==> src/rtl/err_inj_sched.sv <==
// Error-injection scheduler: runs one programmed campaign of timed pulses
// (delay, width, gap, count) toward the local error-control splitter.
module err_inj_sched #(
   parameter int unsigned INW  = 1,
   parameter int unsigned DLYW = 16,
   parameter int unsigned CNTW = 8
) (
   input  logic            clk,
   input  logic            rst,
   input  logic            cfg_valid,
   output logic            cfg_ready,
   input  logic [INW-1:0]  cfg_target,
   input  logic [DLYW-1:0] cfg_delay,
   input  logic [DLYW-1:0] cfg_width,
   input  logic [DLYW-1:0] cfg_gap,
   input  logic [CNTW-1:0] cfg_count,
   input  logic            abort,
   output logic            err_en,
   output logic [INW-1:0]  err_ctrl,
   output logic            busy,
   output logic            done,
   output logic            aborted,
   output logic [CNTW-1:0] inj_count
);

   typedef enum logic [2:0] {
      S_IDLE,
      S_DELAY,
      S_INJECT,
      S_GAP,
      S_DONE
   } state_t;

   state_t          state;
   logic [DLYW-1:0] cnt;
   logic [DLYW-1:0] w_lat;
   logic [DLYW-1:0] g_lat;
   logic [CNTW-1:0] n_lat;
   logic [DLYW-1:0] w_m1_in;
   logic [DLYW-1:0] g_m1_in;

   // Width and gap are stored pre-decremented so the counter ends each phase at zero.
   always_comb begin
      w_m1_in = (cfg_width == '0) ? '0 : cfg_width - 1'b1;
      g_m1_in = (cfg_gap   == '0) ? '0 : cfg_gap   - 1'b1;
   end

   assign cfg_ready = (state == S_IDLE);

   always_ff @(posedge clk or posedge rst) begin
      if (rst) begin
         state     <= S_IDLE;
         cnt       <= '0;
         w_lat     <= '0;
         g_lat     <= '0;
         n_lat     <= '0;
         err_en    <= 1'b0;
         err_ctrl  <= '0;
         busy      <= 1'b0;
         done      <= 1'b0;
         aborted   <= 1'b0;
         inj_count <= '0;
      end else begin
         case (state)
            S_IDLE: begin
               done <= 1'b0;
               if (cfg_valid) begin
                  err_ctrl  <= cfg_target;
                  w_lat     <= w_m1_in;
                  g_lat     <= g_m1_in;
                  n_lat     <= cfg_count;
                  inj_count <= '0;
                  aborted   <= 1'b0;
                  busy      <= 1'b1;
                  if (cfg_count == '0) begin
                     state <= S_DONE;
                     done  <= 1'b1;
                  end else if (cfg_delay == '0) begin
                     // Zero delay: first pulse starts in the cycle right after accept.
                     state     <= S_INJECT;
                     err_en    <= 1'b1;
                     inj_count <= CNTW'(1);
                     cnt       <= w_m1_in;
                  end else begin
                     state <= S_DELAY;
                     cnt   <= cfg_delay - 1'b1;
                  end
               end
            end

            S_DELAY, S_GAP: begin
               if (abort) begin
                  state   <= S_DONE;
                  err_en  <= 1'b0;
                  done    <= 1'b1;
                  aborted <= 1'b1;
               end else if (cnt == '0) begin
                  state  <= S_INJECT;
                  err_en <= 1'b1;
                  cnt    <= w_lat;
                  if (inj_count != '1)
                     inj_count <= inj_count + CNTW'(1);
               end else begin
                  cnt <= cnt - 1'b1;
               end
            end

            S_INJECT: begin
               if (abort) begin
                  state   <= S_DONE;
                  err_en  <= 1'b0;
                  done    <= 1'b1;
                  aborted <= 1'b1;
               end else if (cnt == '0) begin
                  err_en <= 1'b0;
                  if (inj_count == n_lat) begin
                     state <= S_DONE;
                     done  <= 1'b1;
                  end else begin
                     state <= S_GAP;
                     cnt   <= g_lat;
                  end
               end else begin
                  cnt <= cnt - 1'b1;
               end
            end

            S_DONE: begin
               state <= S_IDLE;
               done  <= 1'b0;
               busy  <= 1'b0;
            end

            default: begin
               state  <= S_IDLE;
               err_en <= 1'b0;
               done   <= 1'b0;
               busy   <= 1'b0;
            end
         endcase
      end
   end

endmodule

==> config.mk <==
export PLATFORM = sky130hd
export DESIGN_NAME = err_inj_sched
export DESIGN_NICKNAME = d
export VERILOG_FILES = /design/src/rtl/err_inj_sched.sv
export SDC_FILE = /design/constraint.sdc
export NUM_CORES = 1
export LEC_CHECK = 0
export ABC_AREA = 1
export CAP_MARGIN = 20
export CORE_ASPECT_RATIO = 1.4
export CORE_UTILIZATION = 56
export CTS_CLUSTER_DIAMETER = 200
export DETAILED_ROUTE_END_ITERATION = 6
export PLACE_DENSITY = 0.81
export SYNTH_ARGS = -nofsm -noshare
export SYNTH_HDL_FRONTEND = slang
export SYNTH_SLANG_ARGS = --single-unit
==> constraint.sdc <==
create_clock -name clk -period 3.22 [get_ports clk]
set_input_delay 0.644 -clock clk [delete_from_list [all_inputs] [get_ports clk]]
set_output_delay 0.644 -clock clk [all_outputs]
set_load 0.01 [all_outputs]
==> results of run 1 <==
==> state kept, by name (all words and copies together), names as in the netlist <==
| register | cells |
|---|---|
| aborted | 1 |
| err_en | 1 |
| state | 3 |
| w_lat | 16 |
| done | 1 |
| n_lat | 8 |
| inj_count | 8 |
| busy | 1 |
| cnt | 16 |
| g_lat | 16 |
| err_ctrl | 1 |
==> metrics by stage <==
stage          total power, W  setup slack (ns)  hold slack (ns)
2_1_floorplan        0.003096            0.7511           0.4438
3_3_place_gp         0.003754            0.5978           0.4627
3_5_place_dp         0.003813            0.5605           0.4662
4_1_cts              0.004969            0.8724           0.4818
5_1_grt              0.005355            0.6559           0.4999
6_report             0.004984            0.8529           0.4822
==> worst min path at each step <==
stage / startpoint / end / slack (ns) / cells after the start
global route: w_lat[4] / w_lat[4] / 0.50 / 2
floorplan: w_lat[5] / w_lat[5] / 0.44 / 2
global placement: err_ctrl / err_ctrl / 0.46 / 2
detailed placement: cnt[1] / cnt[1] / 0.47 / 2
CTS: cnt[1] / cnt[1] / 0.48 / 2
finish: err_ctrl / err_ctrl / 0.48 / 2
==> report_power, final <==
part | switching [W] | internal, W | total [W] | leakage (nW)
combinational | 0.00141 | 0.000787 | 0.00220 | 2.21
sequential | 0.000347 | 0.00131 | 0.00165 | 0.906
clock | 0.000420 | 0.000713 | 0.00113 | 0.166
==> critical path: stages, from the launching register on <==
cell,delay (ns)
dfrtp_1,0.43
nor2_1,0.25
nand2_1,0.13
nor2_2,0.16
nand2_2,0.41
o21ai_0,0.37
nand2_1,0.07
o21ai_0,0.20
nand2_1,0.11
nand2_1,0.08
nand2_1,0.05
==> area by class of cell <==
cell class | instances | share of cell area [%]
multi-input cells | 673 | 47.65
clock buffers | 10 | 3.645
inverters | 97 | 5.573
repair buffers | 79 | 12.06
well taps | 110 | 2.099
clock inverters | 6 | 1.489
flip-flops and latches | 72 | 27.48
==> metal layers <==
layer  track usage (%)  wire, um
met5                 0         0
met4             18.64       831
met1             35.28      5790
met3             5.049       693
met2             61.84      8486
==> Yosys cell counts <==
cell	n	share of area [%]
nand2_1	305	21
nor2_1	96	6.7
o21ai_0	96	8.9
inv_1	92	6.4
dfrtp_1	72	33
nand3_1	67	6.2
xor2_1	16	2.6
nand4_1	15	1.7
a21oi_1	11	1.0
clkbuf_1	11	0.77
nor3_1	11	1.0
nor2_2	10	1.2
o21ai_1	9	0.84
xnor2_1	9	1.5
ha_1	8	1.9
buf_2	4	0.37
nor2_4	4	0.84
inv_2	3	0.21
o21bai_1	3	0.42
buf_6	2	0.42
clkbuf_2	2	0.19
nand2_2	2	0.23
nand3b_1	2	0.28
a21boi_0	1	0.14
a22o_1	1	0.16
a31oi_1	1	0.12
and2_1	1	0.12
buf_4	1	0.14
clkinv_1	1	0.070
clkinv_2	1	0.093
nand3_2	1	0.19
nand4_2	1	0.23
o21a_1	1	0.14
o21ai_2	1	0.16
o31ai_1	1	0.14
==> cells by family (layout without fill, tap and decap cells) <==
| kind of cell | after synthesis | in the layout | synth area share (%) |
|---|---|---|---|
| compound gates | 125 | 125 | 12.05 |
| xor+xnor | 25 | 25 | 4.062 |
| buf+inv | 117 | 192 | 8.658 |
| fa+ha+maj | 8 | 8 | 1.857 |
| flops | 72 | 72 | 33.43 |
| simple gates | 515 | 515 | 39.95 |
==> results.py, run 1 <==
metrics = {
    "synth": {
        "synth_nets": 931,
        "yosysSeqAreaShare_pct": 33.43,
        "ys_types": 35,
        "ys_ff_latch": 72,
        "synth_warnings": 0,
        "avgSynthCellArea_sq_um": 6.253,
        "synthCells": 862,
        "synth.cell_area_sq_um": 5390,
    },
    "worst_setup_path": {
        "cp-end-kind": "flip-flop",
        "cp-endpoint": "cnt[12]",
        "cp_max_fo": 42,
        "startpoint_type": "flip-flop",
        "r2r_end": "cnt[12]",
        "critPathLaunch": "cnt[8]",
        "ff2ff_setup_slack_ns": 0.85,
        "cp.required_ns": 3.45,
        "rr_worst_depth": 10,
        "path_class": "reg2reg",
        "rr_startpoint": "cnt[8]",
        "arrival_ns": 2.59,
    },
    "grt": {
        "groute.usage.overall_pct": 33.32,
        "grt_max_degree": 67,
        "grt_pass1_vias": 5621,
        "grt_pass1_wl_um": 25990,
        "grt_overflow": 0,
        "antenna_found_initial": 0,
    },
    "clock_tree": {
        "h-tree-depth": 3,
        "clk_pin_slew_ns": 0.06,
        "cts.repair.resized": 0,
        "cts_hold_buf": 0,
        "root_buffer": "clkbuf_16",
        "cts_tree": "built",
        "clock_tree.buffer_depth": 2,
        "post_cts_buffers": 0,
        "clk-insertion-delay-late_ns": 0.34,
        "numCtsBuffers": 9,
        "cts_sinks": 72,
    },
    "finish": {
        "final_common_cell": "nand2_1",
        "seq_area_sq_um": 1802,
        "multiInputGateArea_sq_um": 3124,
        "synthToLayoutAreaGrowth_pct": 21.63,
        "fill_cells": 822,
        "mostFrequentLayoutCells": "304 x nand2_1, 96 x nor2_1, 96 x o21ai_0, 91 x inv_1, 74 x clkdlybuf4s50_1",
        "diodes": 0,
        "fin_util_pct": 69.70,
        "stdcell_area_sq_um": 6556,
        "finalNonFillerCells": 1047,
        "layout-drive-gt1-share_pct": 4.909,
        "nets": 1001,
    },
    "timing": {
        "setup_viol": 0,
        "setup_tns_ns": 0,
        "period_share_pct": 73.51,
        "max-slew-margin-rel_pct": 54.18,
        "skew_ns": 0.007283,
        "rsz0062_at_grt": "no",
        "post-route-min-period_ns": 2.367,
        "worstMarginPinSlew_ns": 0.6849,
        "fmax_mhz": 422.5,
        "drv_slew": 0,
        "hold_viol": 0,
    },
    "floorplanning": {
        "core_sq_um": 9407,
        "row_count": 42,
        "ioPinCount": 75,
        "die_area_sq_um": 10030,
        "die_h_um": 118.1,
        "die_w_um": 84.92,
        "initial_core_util_pct": 57.30,
    },
    "pwr": {
        "leakagePower_nw": 3.279,
        "vdd_ir_drop_max_mv": 0.3453,
        "power.density_nw_per_um2": 760.2,
    },
    "routing": {
        "firstDrtPassIters": 7,
        "drc": 9,
        "wire_per_inst_um": 15.09,
        "drtAntennaViolNets": 0,
        "vias_per_cell": 5.563,
        "drtIter0Drc": 339,
        "vias": 5824,
        "drt_wl_total_um": 15800,
    },
    "place": {
        "dpl.cell_count": 1031,
        "dpl_cell_area_sq_um": 6220,
        "numPortBuffers": 74,
        "routabilityCongestion": 0.9488,
        "hpwl_um": 12250,
    },
    "run_status": {
        "violations": "DRC",
        "outcome": "finished with violations",
    },
    "flow_run": {
        "maxCapViolations": 0,
    },
    "min_path": {
        "hold_class": "reg2reg",
    },
}
No activity file was read; power rests on OpenSTA's default activity.
==> run 2, diff against run 1 <==
==> constraint.sdc (replaced) <==
create_clock -name clk -period 2.2 [get_ports clk]
set_input_delay 0.44 -clock clk [delete_from_list [all_inputs] [get_ports clk]]
set_output_delay 0.44 -clock clk [all_outputs]
set_load 0.01 [all_outputs]
==> results.py, run 2 (same netlist as run 1, synthesis figures left out) <==
metrics = {
    "worst_setup_path": {
        "path_cells": "inv_1 > nand2_1 > nor2_4 > clkdlybuf4s50_1",
        "cp.depth": 4,
        "cp.required_ns": 1.76,
        "cpPeakStageDelay_ns": 0.57,
        "cp-end-kind": "output port",
        "cp_max_fo": 6,
        "path_delay_family": "buffers and inverters",
        "crit_buf_inv": 2,
        "startpoint_type": "flip-flop",
        "slowest_stage": "clkdlybuf4s50_1",
        "arrival_ns": 1.66,
        "rr_worst_depth": 10,
        "path_class": "reg2out",
    },
    "pwr": {
        "power_w": 0.007418,
        "power.density_nw_per_um2": 1037,
        "intPower_w": 0.004102,
        "leakagePower_nw": 3.637,
        "sw_frac_of_total_pct": 44.69,
        "switchingPower_w": 0.003315,
        "clockPowerShare_pct": 18.0,
        "combinationalPowerShare_pct": 49.1,
        "vdd_ir_drop_max_mv": 0.6279,
        "seqPwrFrac_pct": 32.9,
    },
    "place": {
        "hpwl_um": 13380,
        "dpl.cell_count": 1106,
        "place_ws_ns": -0.1457,
        "numPortBuffers": 74,
        "routabilityCongestion": 0.9287,
    },
    "floorplanning": {
        "die_area_sq_um": 10030,
        "die_w_um": 84.92,
        "core_sq_um": 9407,
        "row_count": 42,
        "die_h_um": 118.1,
        "ioPinCount": 75,
        "initial_core_util_pct": 57.30,
    },
    "timing": {
        "fmax_mhz": 475.5,
        "period_share_pct": 95.60,
        "worstMarginPinSlew_ns": 0.5569,
        "max-slew-margin-rel_pct": 62.80,
        "finalWorstSetupSlack_ns": 0.09686,
        "hold_viol": 0,
        "setup_viol": 0,
        "rsz0062_at_grt": "no",
        "skew_ns": 0.006786,
        "post-route-min-period_ns": 2.103,
        "drv_slew": 0,
    },
    "grt": {
        "grt_pass1_wl_um": 28260,
        "grt_pass1_vias": 6313,
        "grt_overflow": 0,
        "antenna_found_initial": 0,
        "groute.usage.overall_pct": 36.12,
        "grt_max_degree": 47,
    },
    "min_path": {
        "hold_depth": 2,
        "hold_class": "reg2reg",
    },
    "clock_tree": {
        "clk-insertion-delay-late_ns": 0.33,
        "numCtsBuffers": 9,
        "cts_tree": "built",
        "root_buffer": "clkbuf_16",
        "clock_tree.buffer_depth": 2,
        "h-tree-depth": 3,
        "cts_sinks": 72,
        "clk_pin_slew_ns": 0.06,
    },
    "finish": {
        "top_regs": "cnt x16, g_lat x16, w_lat x16",
        "nets": 1078,
        "diodes": 0,
        "mostFrequentLayoutCells": "304 x nand2_1, 95 x nor2_1, 95 x o21ai_0, 91 x inv_1, 75 x buf_4",
        "synthToLayoutAreaGrowth_pct": 32.66,
        "layout-drive-gt1-share_pct": 12.34,
        "final_common_cell": "nand2_1",
        "fill_cells": 761,
        "finalNonFillerCells": 1123,
    },
    "routing": {
        "vias_per_cell": 5.508,
        "drtAntennaViolNets": 0,
        "wire_per_inst_um": 15.25,
        "vias": 6186,
        "drt_wl_total_um": 17130,
        "drtIter0Drc": 385,
        "firstDrtPassIters": 7,
        "drc": 7,
    },
    "run_status": {
        "violations": "DRC",
        "outcome": "finished with violations",
    },
    "flow_run": {
        "maxCapViolations": 0,
    },
}
run 2: power groups by stage:
| stage | clock (W) | combinational [W] | sequential, W |
|---|---|---|---|
| floorplan | 0 | 0.00226 | 0.00227 |
| global placement | 0 | 0.00339 | 0.00239 |
| detailed placement | 0 | 0.00348 | 0.00242 |
| CTS | 0.00134 | 0.00353 | 0.00241 |
| global route | 0.00140 | 0.00406 | 0.00249 |
| finish | 0.00134 | 0.00364 | 0.00244 |
run 2: routing by layer:
layer	vias up	part of all wire [%]	GRT usage [%]
met5	-	0	1.604
li1	3041	-	-
met2	235	54	69.26
met1	2834	35	35.32
met4	0	6.0	21.61
met3	76	4.8	5.750
run 2: through the flow:
step                instance area, sq um  hold slack, ns  util (%)  setup TNS, ns
global route                        7151          0.4895     76.02              0
global placement                    6849          0.4623     72.81        -0.2416
detailed placement                  6849          0.4612     72.81        -0.4300
finish                              7151          0.4795     76.02              0
CTS                                 7121          0.4777     75.70              0
floorplan                           5394          0.4438         -              0
run 2: what timing repair did:
action | 4_1_cts | 5_1_grt
setup endpoints to repair | 0 | 3
endpoints found under the hold margin | 0 | 0
setup buffers | 0 | 1
hold buffers | 0 | 0
gates resized for setup | 0 | 6
run 2: worst paths after layout:
| path | slack, ns | startpoint | endpoint |
|---|---|---|---|
| max in group asynchronous | 1.14 | rst | w_lat[12] |
| worst min register to register | 0.48 | err_ctrl | err_ctrl |
| min in group asynchronous | 0.53 | rst | state[1] |
| worst max-delay path | 0.1 | state[1] | cfg_ready |
| worst max register to register | 0.21 | cnt[0] | inj_count[3] |
| worst min-delay path | 0.48 | err_ctrl | err_ctrl |
run 2: area by class of cell:
| class | count | area [sq um] | share of cell area (%) |
|---|---|---|---|
| clock inverters | 6 | 46.29 | 0.6474 |
| repair inverters | 1 | 7.507 | 0.1050 |
| clock buffers | 9 | 225.2 | 3.150 |
| flip-flops and latches | 72 | 1802 | 25.20 |
| inverters | 97 | 370.4 | 5.179 |
| well taps | 110 | 137.6 | 1.925 |
| repair buffers | 155 | 1424 | 19.91 |
| multi-input cells | 673 | 3138 | 43.88 |
run 2: tightest hold or removal path: stages (launching register included):
cell and delay, ns:
dfrtp_1 0.34, nand2_1 0.05, nand2_1 0.05
